<file path="src/rtl/pc_gen_pkg.sv">
// Shared types and constants for the fetch-stage program-counter generator.
// Holds the FSM state and trap-cause encodings plus the alignment helper.
package pc_pkg;

  typedef enum logic [1:0] {
    BOOT = 2'd0,
    RUN  = 2'd1,
    HALT = 2'd2
  } pc_state_t;

  typedef enum logic [1:0] {
    NONE     = 2'd0,
    EXT      = 2'd1,
    MISALIGN = 2'd2
  } pc_cause_t;

  localparam int ILEN_BYTES = 4;

  // With 16-bit instructions only bit 0 must be clear; otherwise the low two bits.
  function automatic logic is_misaligned(input logic [1:0] lsbs, input int ialign);
    if (ialign == 16) begin
      return lsbs[0];
    end
    return (lsbs != 2'b00);
  endfunction

endpackage

</file>
<file path="src/rtl/pc_gen_if.sv">
// Fetch/control bundle between the control unit, instruction memory and pc_gen.
// master drives the requests and handshake, slave is the PC generator itself.
interface pc_gen_if #(
  parameter int XLEN = 32
);
  import pc_pkg::*;

  logic            fetch_ready;
  logic            stall;
  logic            branch_taken;
  logic            jump;
  logic            jalr;
  logic [XLEN-1:0] imm;
  logic [XLEN-1:0] rs1;
  logic            halt_req;
  logic            resume;
  logic            trap_req;

  logic [XLEN-1:0] pc;
  logic            fetch_valid;
  logic [XLEN-1:0] pc_link;
  logic            trap_taken;
  logic [XLEN-1:0] epc;
  pc_cause_t       cause;

  modport master (
    output fetch_ready, stall, branch_taken, jump, jalr, imm, rs1,
           halt_req, resume, trap_req,
    input  pc, fetch_valid, pc_link, trap_taken, epc, cause
  );

  modport slave (
    input  fetch_ready, stall, branch_taken, jump, jalr, imm, rs1,
           halt_req, resume, trap_req,
    output pc, fetch_valid, pc_link, trap_taken, epc, cause
  );

endinterface

</file>
<file path="src/rtl/pc_gen_target_calc.sv">
// Combinational redirect-target calculation: pc-relative and jalr targets,
// priority selection between them and the misaligned-target flag.
module pc_target_calc
  import pc_pkg::*;
#(
  parameter int XLEN   = 32,
  parameter int IALIGN = 32
) (
  input  logic [XLEN-1:0] i_pc,
  input  logic [XLEN-1:0] i_imm,
  input  logic [XLEN-1:0] i_rs1,
  input  logic            i_branch,
  input  logic            i_jump,
  input  logic            i_jalr,
  output logic [XLEN-1:0] o_target,
  output logic            o_redirect,
  output logic            o_misaligned
);

  logic [XLEN-1:0] w_pcRelTarget;
  logic [XLEN-1:0] w_jalrSum;
  logic [XLEN-1:0] w_jalrTarget;

  assign w_pcRelTarget = i_pc + i_imm;
  assign w_jalrSum     = i_rs1 + i_imm;
  assign w_jalrTarget  = w_jalrSum & ~XLEN'(1);

  // jump and branch share the pc+imm target, so only jalr needs to override it.
  always_comb begin
    o_target = w_pcRelTarget;
    if (i_jalr) begin
      o_target = w_jalrTarget;
    end
  end

  assign o_redirect   = i_jalr | i_jump | i_branch;
  assign o_misaligned = o_redirect && is_misaligned(o_target[1:0], IALIGN);

endmodule

</file>
<file path="src/rtl/pc_gen.sv">
// Program-counter generator for the fetch stage: sole owner of the architectural PC,
// with fetch handshake, halt/resume, jumps/branches and trap redirection.
module pc_gen
  import pc_pkg::*;
#(
  parameter int              XLEN         = 32,
  parameter logic [XLEN-1:0] RESET_VECTOR = '0,
  parameter logic [XLEN-1:0] TRAP_VECTOR  = XLEN'(32'h0000_0100),
  parameter int              IALIGN       = 32
) (
  input  logic     clk,
  input  logic     rst,
  pc_gen_if.slave  bus
);

  pc_state_t       r_state;
  pc_state_t       w_stateNext;
  pc_cause_t       r_cause;
  pc_cause_t       w_causeNext;
  logic [XLEN-1:0] r_pc;
  logic [XLEN-1:0] w_pcNext;
  logic [XLEN-1:0] r_epc;
  logic [XLEN-1:0] w_epcNext;
  logic            r_trapTaken;
  logic            w_trapNext;
  logic            r_rstSync;

  logic [XLEN-1:0] w_target;
  logic [XLEN-1:0] w_pcSeq;
  logic            w_redirect;
  logic            w_misaligned;
  logic            w_fetchValid;
  logic            w_accept;

  assign w_fetchValid = (r_state == RUN);
  assign w_accept     = w_fetchValid && bus.fetch_ready && !bus.stall;
  assign w_pcSeq      = r_pc + XLEN'(ILEN_BYTES);

  pc_target_calc #(
    .XLEN   (XLEN),
    .IALIGN (IALIGN)
  ) u_targetCalc (
    .i_pc         (r_pc),
    .i_imm        (bus.imm),
    .i_rs1        (bus.rs1),
    .i_branch     (bus.branch_taken),
    .i_jump       (bus.jump),
    .i_jalr       (bus.jalr),
    .o_target     (w_target),
    .o_redirect   (w_redirect),
    .o_misaligned (w_misaligned)
  );

  // Priority mux: trap, then misaligned redirect, then redirect/sequential, else hold.
  always_comb begin
    w_stateNext = r_state;
    w_pcNext    = r_pc;
    w_epcNext   = r_epc;
    w_causeNext = r_cause;
    w_trapNext  = 1'b0;

    case (r_state)
      BOOT: begin
        if (r_rstSync) begin
          w_stateNext = RUN;
        end
      end

      RUN, HALT: begin
        if (bus.trap_req) begin
          w_epcNext   = r_pc;
          w_causeNext = EXT;
          w_pcNext    = TRAP_VECTOR;
          w_trapNext  = 1'b1;
          w_stateNext = RUN;
        end else if (r_state == HALT) begin
          if (bus.resume) begin
            w_stateNext = RUN;
          end
        end else if (w_accept && w_misaligned) begin
          w_epcNext   = r_pc;
          w_causeNext = MISALIGN;
          w_pcNext    = TRAP_VECTOR;
          w_trapNext  = 1'b1;
          w_stateNext = RUN;
        end else begin
          if (w_accept) begin
            w_pcNext = w_redirect ? w_target : w_pcSeq;
          end
          if (bus.halt_req) begin
            w_stateNext = HALT;
          end
        end
      end

      default: begin
        w_stateNext = BOOT;
      end
    endcase
  end

  // r_rstSync keeps BOOT for a full cycle after the edge that sees reset released.
  always_ff @(posedge clk or negedge rst) begin
    if (!rst) begin
      r_state     <= BOOT;
      r_pc        <= RESET_VECTOR;
      r_epc       <= '0;
      r_cause     <= NONE;
      r_trapTaken <= 1'b0;
      r_rstSync   <= 1'b0;
    end else begin
      r_state     <= w_stateNext;
      r_pc        <= w_pcNext;
      r_epc       <= w_epcNext;
      r_cause     <= w_causeNext;
      r_trapTaken <= w_trapNext;
      r_rstSync   <= 1'b1;
    end
  end

  assign bus.pc          = r_pc;
  assign bus.fetch_valid = w_fetchValid;
  assign bus.pc_link     = w_pcSeq;
  assign bus.trap_taken  = r_trapTaken;
  assign bus.epc         = r_epc;
  assign bus.cause       = r_cause;

endmodule

</file>
<file path="src/flat_wrapper.sv">
// flat-port wrapper written by rule: the top's interface ports become plain ports
module pc_gen_flat import pc_pkg::*;
#(
  parameter int              XLEN         = 32,
  parameter logic [XLEN-1:0] RESET_VECTOR = '0,
  parameter logic [XLEN-1:0] TRAP_VECTOR  = XLEN'(32'h0000_0100),
  parameter int              IALIGN       = 32
)
  (clk, rst, bus_fetch_ready, bus_stall, bus_branch_taken, bus_jump, bus_jalr, bus_imm, bus_rs1, bus_halt_req, bus_resume, bus_trap_req, bus_pc, bus_fetch_valid, bus_pc_link, bus_trap_taken, bus_epc, bus_cause);
  pc_gen_if #(.XLEN(XLEN)) bus_i ();
  input  logic clk;
  input  logic rst;
  input wire logic [$bits(bus_i.fetch_ready)-1:0] bus_fetch_ready;
  input wire logic [$bits(bus_i.stall)-1:0] bus_stall;
  input wire logic [$bits(bus_i.branch_taken)-1:0] bus_branch_taken;
  input wire logic [$bits(bus_i.jump)-1:0] bus_jump;
  input wire logic [$bits(bus_i.jalr)-1:0] bus_jalr;
  input wire logic [$bits(bus_i.imm)-1:0] bus_imm;
  input wire logic [$bits(bus_i.rs1)-1:0] bus_rs1;
  input wire logic [$bits(bus_i.halt_req)-1:0] bus_halt_req;
  input wire logic [$bits(bus_i.resume)-1:0] bus_resume;
  input wire logic [$bits(bus_i.trap_req)-1:0] bus_trap_req;
  output wire logic [$bits(bus_i.pc)-1:0] bus_pc;
  output wire logic [$bits(bus_i.fetch_valid)-1:0] bus_fetch_valid;
  output wire logic [$bits(bus_i.pc_link)-1:0] bus_pc_link;
  output wire logic [$bits(bus_i.trap_taken)-1:0] bus_trap_taken;
  output wire logic [$bits(bus_i.epc)-1:0] bus_epc;
  output wire logic [$bits(bus_i.cause)-1:0] bus_cause;
  assign bus_i.fetch_ready = bus_fetch_ready;
  assign bus_i.stall = bus_stall;
  assign bus_i.branch_taken = bus_branch_taken;
  assign bus_i.jump = bus_jump;
  assign bus_i.jalr = bus_jalr;
  assign bus_i.imm = bus_imm;
  assign bus_i.rs1 = bus_rs1;
  assign bus_i.halt_req = bus_halt_req;
  assign bus_i.resume = bus_resume;
  assign bus_i.trap_req = bus_trap_req;
  assign bus_pc = bus_i.pc;
  assign bus_fetch_valid = bus_i.fetch_valid;
  assign bus_pc_link = bus_i.pc_link;
  assign bus_trap_taken = bus_i.trap_taken;
  assign bus_epc = bus_i.epc;
  assign bus_cause = bus_i.cause;
  pc_gen #(.XLEN(XLEN), .RESET_VECTOR(RESET_VECTOR), .TRAP_VECTOR(TRAP_VECTOR), .IALIGN(IALIGN)) u_core (.clk(clk), .rst(rst), .bus(bus_i));
endmodule
</file>
<file path="config.mk">
export PLATFORM = sky130hd
export DESIGN_NAME = pc_gen_flat
export DESIGN_NICKNAME = d
export VERILOG_FILES = /design/src/rtl/pc_gen_pkg.sv /design/src/rtl/pc_gen_if.sv /design/src/rtl/pc_gen_target_calc.sv /design/src/rtl/pc_gen.sv /design/src/flat_wrapper.sv
export SDC_FILE = /design/constraint.sdc
export NUM_CORES = 1
export LEC_CHECK = 0
export ABC_CLOCK_PERIOD_IN_PS = 8650
export BUFFER_PORTS_ARGS = -buffer_cell sky130_fd_sc_hd__buf_2
export CAP_MARGIN = 5
export CORE_MARGIN = 2
export CORE_UTILIZATION = 45
export CTS_BUF_LIST = sky130_fd_sc_hd__clkbuf_16
export DETAILED_ROUTE_END_ITERATION = 12
export GPL_TIMING_DRIVEN = 0
export PLACE_DENSITY = 0.69
export SLEW_MARGIN = 25
export SYNTH_ARGS = -nofsm -noshare
export SYNTH_HDL_FRONTEND = slang
export SYNTH_SLANG_ARGS = --single-unit
</file>
<file path="constraint.sdc">
create_clock -name clk -period 8.65 [get_ports clk]
set_input_delay 1.2975 -clock clk [delete_from_list [all_inputs] [get_ports clk]]
set_output_delay 1.2975 -clock clk [all_outputs]
set_load 0.03 [all_outputs]
</file>
## Yosys cells after proc, flatten, opt, wreduce, memory -nomap -nowiden

Cells that the tools add are included.

- $add $sub $neg: 3
- Bitwise logic cells: 2
- Reductions and logical operators: 13
- Mux-type cells: 23
- Eq/ne operators: 6

Operators with widths:

| kind | number |
|---|---|
| two-way mux 32 bit | 9 |
| adder 32 bit | 2 |
| adder 32 x 3 -> 32 bit, second input constant | 1 |
| two-way mux 2 bit | 9 |
| AND reduction 3 bit | 3 |
| inequality test 5 x 3 -> 1 bit, second input constant | 1 |
| logical AND 1 bit | 4 |
| two-way mux 1 bit | 4 |
| inequality test 4 bit, second input constant | 1 |
| case mux 2 bit (2 select lines) | 1 |
| nonzero test 2 bit | 2 |
| nonzero test 3 bit | 1 |
| equality test 2 x 1 -> 1 bit, second input constant | 1 |
| equality test 2 bit, second input constant | 1 |
| logical NOT 2 bit | 1 |
| inequality test 2 x 1 -> 1 bit, second input constant | 1 |
| inequality test 2 bit, second input constant | 1 |
| OR 1 bit | 2 |
| OR reduction 2 bit | 1 |
| logical NOT 1 bit | 1 |

- Logic and storage cells: 53
- Input port bits: 74
- Register bits: 70
- Output and inout bits: 100

## Longest topological paths before layout

- Word-level depth: 9
- Gate-level depth with buffers: 11

## Hierarchy

Synthesis repeated with hierarchy kept, for this count alone.

- Cell total of the unflattened synthesis: 952
- Area, all modules: 7,813.7 µm²

By module, submodules not included:

| module | cells an instance | area each (µm²) | times used |
|---|---|---|---|
| pc_gen | 403 | 4,005.1 | 1 |
| pc_target_calc | 549 | 3,808.7 | 1 |

## Worst setup path before layout

Ideal clock, no wire load.

- Kind: input -> register
- Start: input port bus_imm[0]
- End: register u_core.r_pc[24], in the netlist u_core.bus.pc[24]
- Stages on the path: 11
- Arrival time: 3.543 ns
- Slack: 4.971 ns
- Path through: ha_1 inv_1 fa_1 nor2b_1 o31a_2 o311ai_1 o21a_1 or4b_1 and4_1 o31ai_1 nand4_1

- Longest elaborated chain between the ends: 8

RTL lines:

| what | RTL line | RTL |
|---|---|---|
| start, declared | flat_wrapper.sv:18 | `input wire logic [$bits(bus_i.imm)-1:0] bus_imm;` |
| adder 32 bit (on tied branches) | pc_gen_target_calc.sv:24, pc_gen_target_calc.sv:25 |  |
| two-way mux 32 bit * | pc_gen_target_calc.sv:31 | `if (i_jalr) begin` |
| nonzero test 2 bit | pc_gen_pkg.sv:24 | `return (lsbs != 2'b00);` |
| logical AND 1 bit | pc_gen_target_calc.sv:37 | `assign o_misaligned = o_redirect && is_misaligned(o_target[1:0], IALIGN);` |
| logical AND 1 bit | pc_gen.sv:80 | `end else if (w_accept && w_misaligned) begin` |
| two-way mux 32 bit | pc_gen.sv:80 |  |
| two-way mux 32 bit | pc_gen.sv:76 | `end else if (r_state == HALT) begin` |
| two-way mux 32 bit | pc_gen.sv:70 | `if (bus.trap_req) begin` |
| end signal, assigned | pc_gen.sv:113 | `r_pc <= w_pcNext;` |
| end, declared | pc_gen.sv:20 | `logic [XLEN-1:0] r_pc;` |

Mark *: on every way between the ends. The rest lies on a longest branch, timed or not. The select of a mux whose other input is x is not followed.
A chain may end at the register's enable or synchronous reset.

## Worst setup path after layout

- Start: register u_core.r_pc[2], in the netlist u_core.bus.pc[2]
- End: output port bus_pc_link[26]

- Longest elaborated chain between the ends: 1

RTL lines:

| what | RTL line | RTL |
|---|---|---|
| adder 32 x 3 -> 32 bit | pc_gen.sv:37 | `assign w_pcSeq = r_pc + XLEN'(ILEN_BYTES);` |
| end, declared | flat_wrapper.sv:25 | `output wire logic [$bits(bus_i.pc_link)-1:0] bus_pc_link;` |

Every way passes these cells.

==> flow_metrics.env <==
export IMPL_drtAntennaViolNets=0
export IMPL_firstDrtPassIters=5
export IMPL_setup_viol_count_final=0
export IMPL_post_route_util=0.5454
export IMPL_synth_edff_count=0
export IMPL_grt_antenna_before_repair=0
export IMPL_clock_power_share=0.134
export IMPL_wl_per_cell_um=19.52
export IMPL_route_vias_total=7901
export IMPL_arrival_ps=2950
export IMPL_clock_sinks=70
export IMPL_drive_gt1_frac=0.2414
export IMPL_detail_route_wirelength_um=25810
export IMPL_grt_use_met3=0.04636
export IMPL_endpoint_of_the_worst_slack_reg_to_reg_timing_path="u_core.bus.pc[24]"
export IMPL_worstSkewPairLatency_ps=340
export IMPL_floorplan_die_area_um2=17570
export IMPL_holdPathEnd="u_core.bus.epc[31]"
export IMPL_antenna_cells=0
export IMPL_detailedPlacementHpwl_um=20360
export IMPL_final_period_minus_worst_setup_slack_ps=4250
export IMPL_netlist_top_cells_area="sky130_fd_sc_hd__dfrtp_1 (24%), sky130_fd_sc_hd__ha_1 (11%), sky130_fd_sc_hd__xnor2_1 (5.8%)"
export IMPL_design_core_area_um2=16350
export IMPL_worstPathMaxFanout=8
export IMPL_synth_largest_area_cell="sky130_fd_sc_hd__dfrtp_1"
export IMPL_r2r_worst_path_cells=11
export IMPL_die_y_um=132.6
export IMPL_grt_start_max_net_pins=46
export IMPL_max_slew_margin_vs_limit=0.4340
export IMPL_initial_utilization=0.4550
export IMPL_clock_root_buffer="sky130_fd_sc_hd__clkbuf_16"
export IMPL_die_width_um=132.6
export IMPL_floorplan_io_pins=174
export IMPL_syn_instance_count=912
export IMPL_placed_area_um2=8610
export IMPL_via_per_inst=5.977
export IMPL_power_density_nw_per_um2=322.3
export IMPL_cts_buf_count=9
export IMPL_syn_area_um2=7438
export IMPL_cts_htree_levels=3
export IMPL_timing_critical_path_cells="ha_1 -> nand3_1 -> nor2_2 -> nand3_1 -> or2_1 -> buf_2 -> nor2_1 -> xor2_1 -> buf_2"
export IMPL_global_route_usage_met1=0.4108
export IMPL_rsz0062_at_grt="false"
export IMPL_post_cts_setup_buffers=0
export IMPL_syn_to_final_growth_pct=19.87
export IMPL_yosysUniqueCellTypes=88
export IMPL_worstHoldPathType="flip-flop to flip-flop"
export IMPL_synth_ff_latch_count=70
export IMPL_holdCritStartpoint="u_core.bus.epc[31]"
export IMPL_cpPeakStageDelay_ps=520
export IMPL_timing_worst_slew_pin_value_ps=845.9
export IMPL_gpl_final_weighted_congestion=0.9282
export IMPL_internal_power_mw=1.323
export IMPL_syn_mean_instance_area_um2=8.156
export IMPL_status="finished, final reports clean"
export IMPL_hold_viol=0
export IMPL_max_freq_mhz=235.3
export IMPL_detail_route_iter0_violations=779
export IMPL_cts_resized_gates=0
export IMPL_max_cap_viol_count=0
export IMPL_power_switching_mw=1.551
export IMPL_critical_path_buf_inv_count=2
export IMPL_critical_path_class="flip-flop to output pin"
export IMPL_fin_worst_skew_ps=7.006
export IMPL_gr_max_usage_layer="met2"
export IMPL_timing_critical_path_to_type="output pin"
export IMPL_final_net_count=1240
export IMPL_static_leakage_power_nw=4.293
export IMPL_crit_reg2reg_launch="u_core.bus.pc[0]"
export IMPL_critical_path_startpoint_type="flip-flop"
export IMPL_synth_flop_cell="sky130_fd_sc_hd__dfrtp_1"
export IMPL_synth_largest_type_area_fraction=0.2355
export IMPL_filler_cell_count=1657
export IMPL_cts_hold_buffers_added=0
export IMPL_yosysWarnings=0
export IMPL_clk_pin_slew_worst_setup_hold_paths_ps=60
export IMPL_portBuffers=173
export IMPL_critical_path_top_delay_family="simple AND/OR/NAND/NOR gates"
export IMPL_comb_power_share=0.644
export IMPL_switching_share=0.5397
export IMPL_fp_row_count=47
export IMPL_async_set_or_reset_register_ratio_after_synthesis=1.000
export IMPL_finish_instance_area_um2=8916
export IMPL_worst_ep_required_time_ps=7350
export IMPL_synth_fp_nets=1055
export IMPL_power_frac_seq=0.222
export IMPL_slowest_stage="sky130_fd_sc_hd__dfrtp_1"
export IMPL_clock_path_buffers=2
export IMPL_hold_depth=1
export IMPL_worst_setup_path_startpoint="u_core.bus.pc[2]"
export IMPL_tritoncts="yes"
export IMPL_ff2ff_setup_slack_ps=5420
export IMPL_vias_in_the_first_global_route=7328
export IMPL_grt_first_pass_wirelength_um=40020
export IMPL_drv_slew=0
export IMPL_maximum_vdd_drop_uv=166.0
export IMPL_grt_usage=0.2873
export IMPL_timing_setup_tns_ps=0
export IMPL_seq_area_frac_synth=0.2355
export IMPL_grt_util_met2=0.4459
export IMPL_route_detailed_drc=0
export IMPL_globalRouteOverflowTotal=0
export IMPL_fin_crit_sh=0.4913
## metal layers
metal  wire length, um  share of wire
met2             11300           0.44
met3              2470          0.096
met5                 0              0
met1             11520           0.45
met4               522          0.020
## logic make-up (layout without fill, tap and decap cells)
group / count (synthesis) / in the layout / share of synthesized area
other: 1 / 1 / 0.0005041
AND/OR/NAND/NOR: 284 / 284 / 0.1897
buffers and inverters: 73 / 263 / 0.04390
multiplexers: 36 / 36 / 0.05400
XOR/XNOR: 72 / 72 / 0.08478
AO/OA/AOI/OAI: 307 / 307 / 0.2735
adder cells (fa/ha/maj): 69 / 69 / 0.1181
flip-flops: 70 / 70 / 0.2355
## final cells by class
cell class	count	area, um^2	area share
Buffer	42	210.2	0.02358
Clock buffer	9	225.2	0.02526
Clock inverter	7	81.33	0.009122
Inverter	31	116.4	0.01305
Multi-Input combinational cell	769	5360	0.6012
Sequential cell	70	1752	0.1965
Tap cell	220	275.3	0.03087
Timing Repair Buffer	174	895.9	0.1005
## synth_stat cells, drive strengths merged (13+ instances only)
master,count
ha,67
a21o,25
dfrtp,70
buf,13
nand4,24
o21bai,14
nor2,70
clkbuf,29
nand2,76
inv,31
o21ai,75
a21oi,85
nand3,27
xnor2,49
nor3,29
xor2,23
mux2,33
## cell usage in the layout (no fill, tap or decap), types with 5 or more instances in the layout
master / n
sky130_fd_sc_hd__a21o_1: 25
sky130_fd_sc_hd__inv_1: 31
sky130_fd_sc_hd__clkbuf_16: 9
sky130_fd_sc_hd__nor2b_1: 6
sky130_fd_sc_hd__nor4_1: 5
sky130_fd_sc_hd__o31ai_1: 5
sky130_fd_sc_hd__nand2_1: 76
sky130_fd_sc_hd__a31oi_1: 9
sky130_fd_sc_hd__buf_2: 180
sky130_fd_sc_hd__o21ai_0: 68
sky130_fd_sc_hd__nor2_1: 67
sky130_fd_sc_hd__a211oi_1: 8
sky130_fd_sc_hd__o22ai_1: 9
sky130_fd_sc_hd__a21oi_1: 83
sky130_fd_sc_hd__nand3_1: 26
sky130_fd_sc_hd__o21a_1: 11
sky130_fd_sc_hd__xor2_1: 23
sky130_fd_sc_hd__nor3_1: 28
sky130_fd_sc_hd__a221oi_1: 8
sky130_fd_sc_hd__and3_1: 9
sky130_fd_sc_hd__ha_1: 67
sky130_fd_sc_hd__nand2b_1: 9
sky130_fd_sc_hd__o21bai_1: 13
sky130_fd_sc_hd__dfrtp_1: 70
sky130_fd_sc_hd__o221ai_1: 11
sky130_fd_sc_hd__clkbuf_1: 24
sky130_fd_sc_hd__xnor2_1: 49
sky130_fd_sc_hd__nand4_1: 24
sky130_fd_sc_hd__mux2_2: 33
## worst max path at each step
stage / cells past startpoint / end / slack [ps]
after global routing: 9 / bus_pc_link[26] / 4260
after detailed placement: 10 / u_core.bus.pc[31] / 4510
after global placement: 10 / u_core.bus.pc[31] / 4500
after CTS: 9 / bus_pc_link[26] / 4430
after floorplan: 11 / u_core.bus.pc[24] / 4970
final: 9 / bus_pc_link[26] / 4400
## power by group through the flow
stage / combinational (mW) / clock, mW / sequential [mW]
2_1_floorplan: 1.10 / 0 / 0.817
3_3_place_gp: 1.81 / 0 / 0.634
3_5_place_dp: 1.82 / 0 / 0.637
4_1_cts: 1.83 / 0.388 / 0.630
5_1_grt: 1.99 / 0.400 / 0.653
6_report: 1.85 / 0.386 / 0.638
## sequential cells by signal (all words and copies together), names as in the netlist
signal / flops
u_core.bus.epc: 32
u_core.bus.pc: 32
u_core.bus.cause: 2
u_core.r_state: 2
u_core.bus.trap_taken: 1
u_core.r_rstSync: 1
## through the flow
step | cells | setup slack, ps | hold WS (ps) | total power, mW
finish | 1322 | 4400 | 497.3 | 2.874
global route | 1322 | 4264 | 506.9 | 3.044
CTS | 1322 | 4434 | 504.0 | 2.845
detailed placement | 1306 | 4505 | 490.3 | 2.455
global placement | 1305 | 4499 | 484.1 | 2.440
floorplan | 912 | 4971 | 528.6 | 1.915
Note: power is estimated with default switching activity, not from simulation.
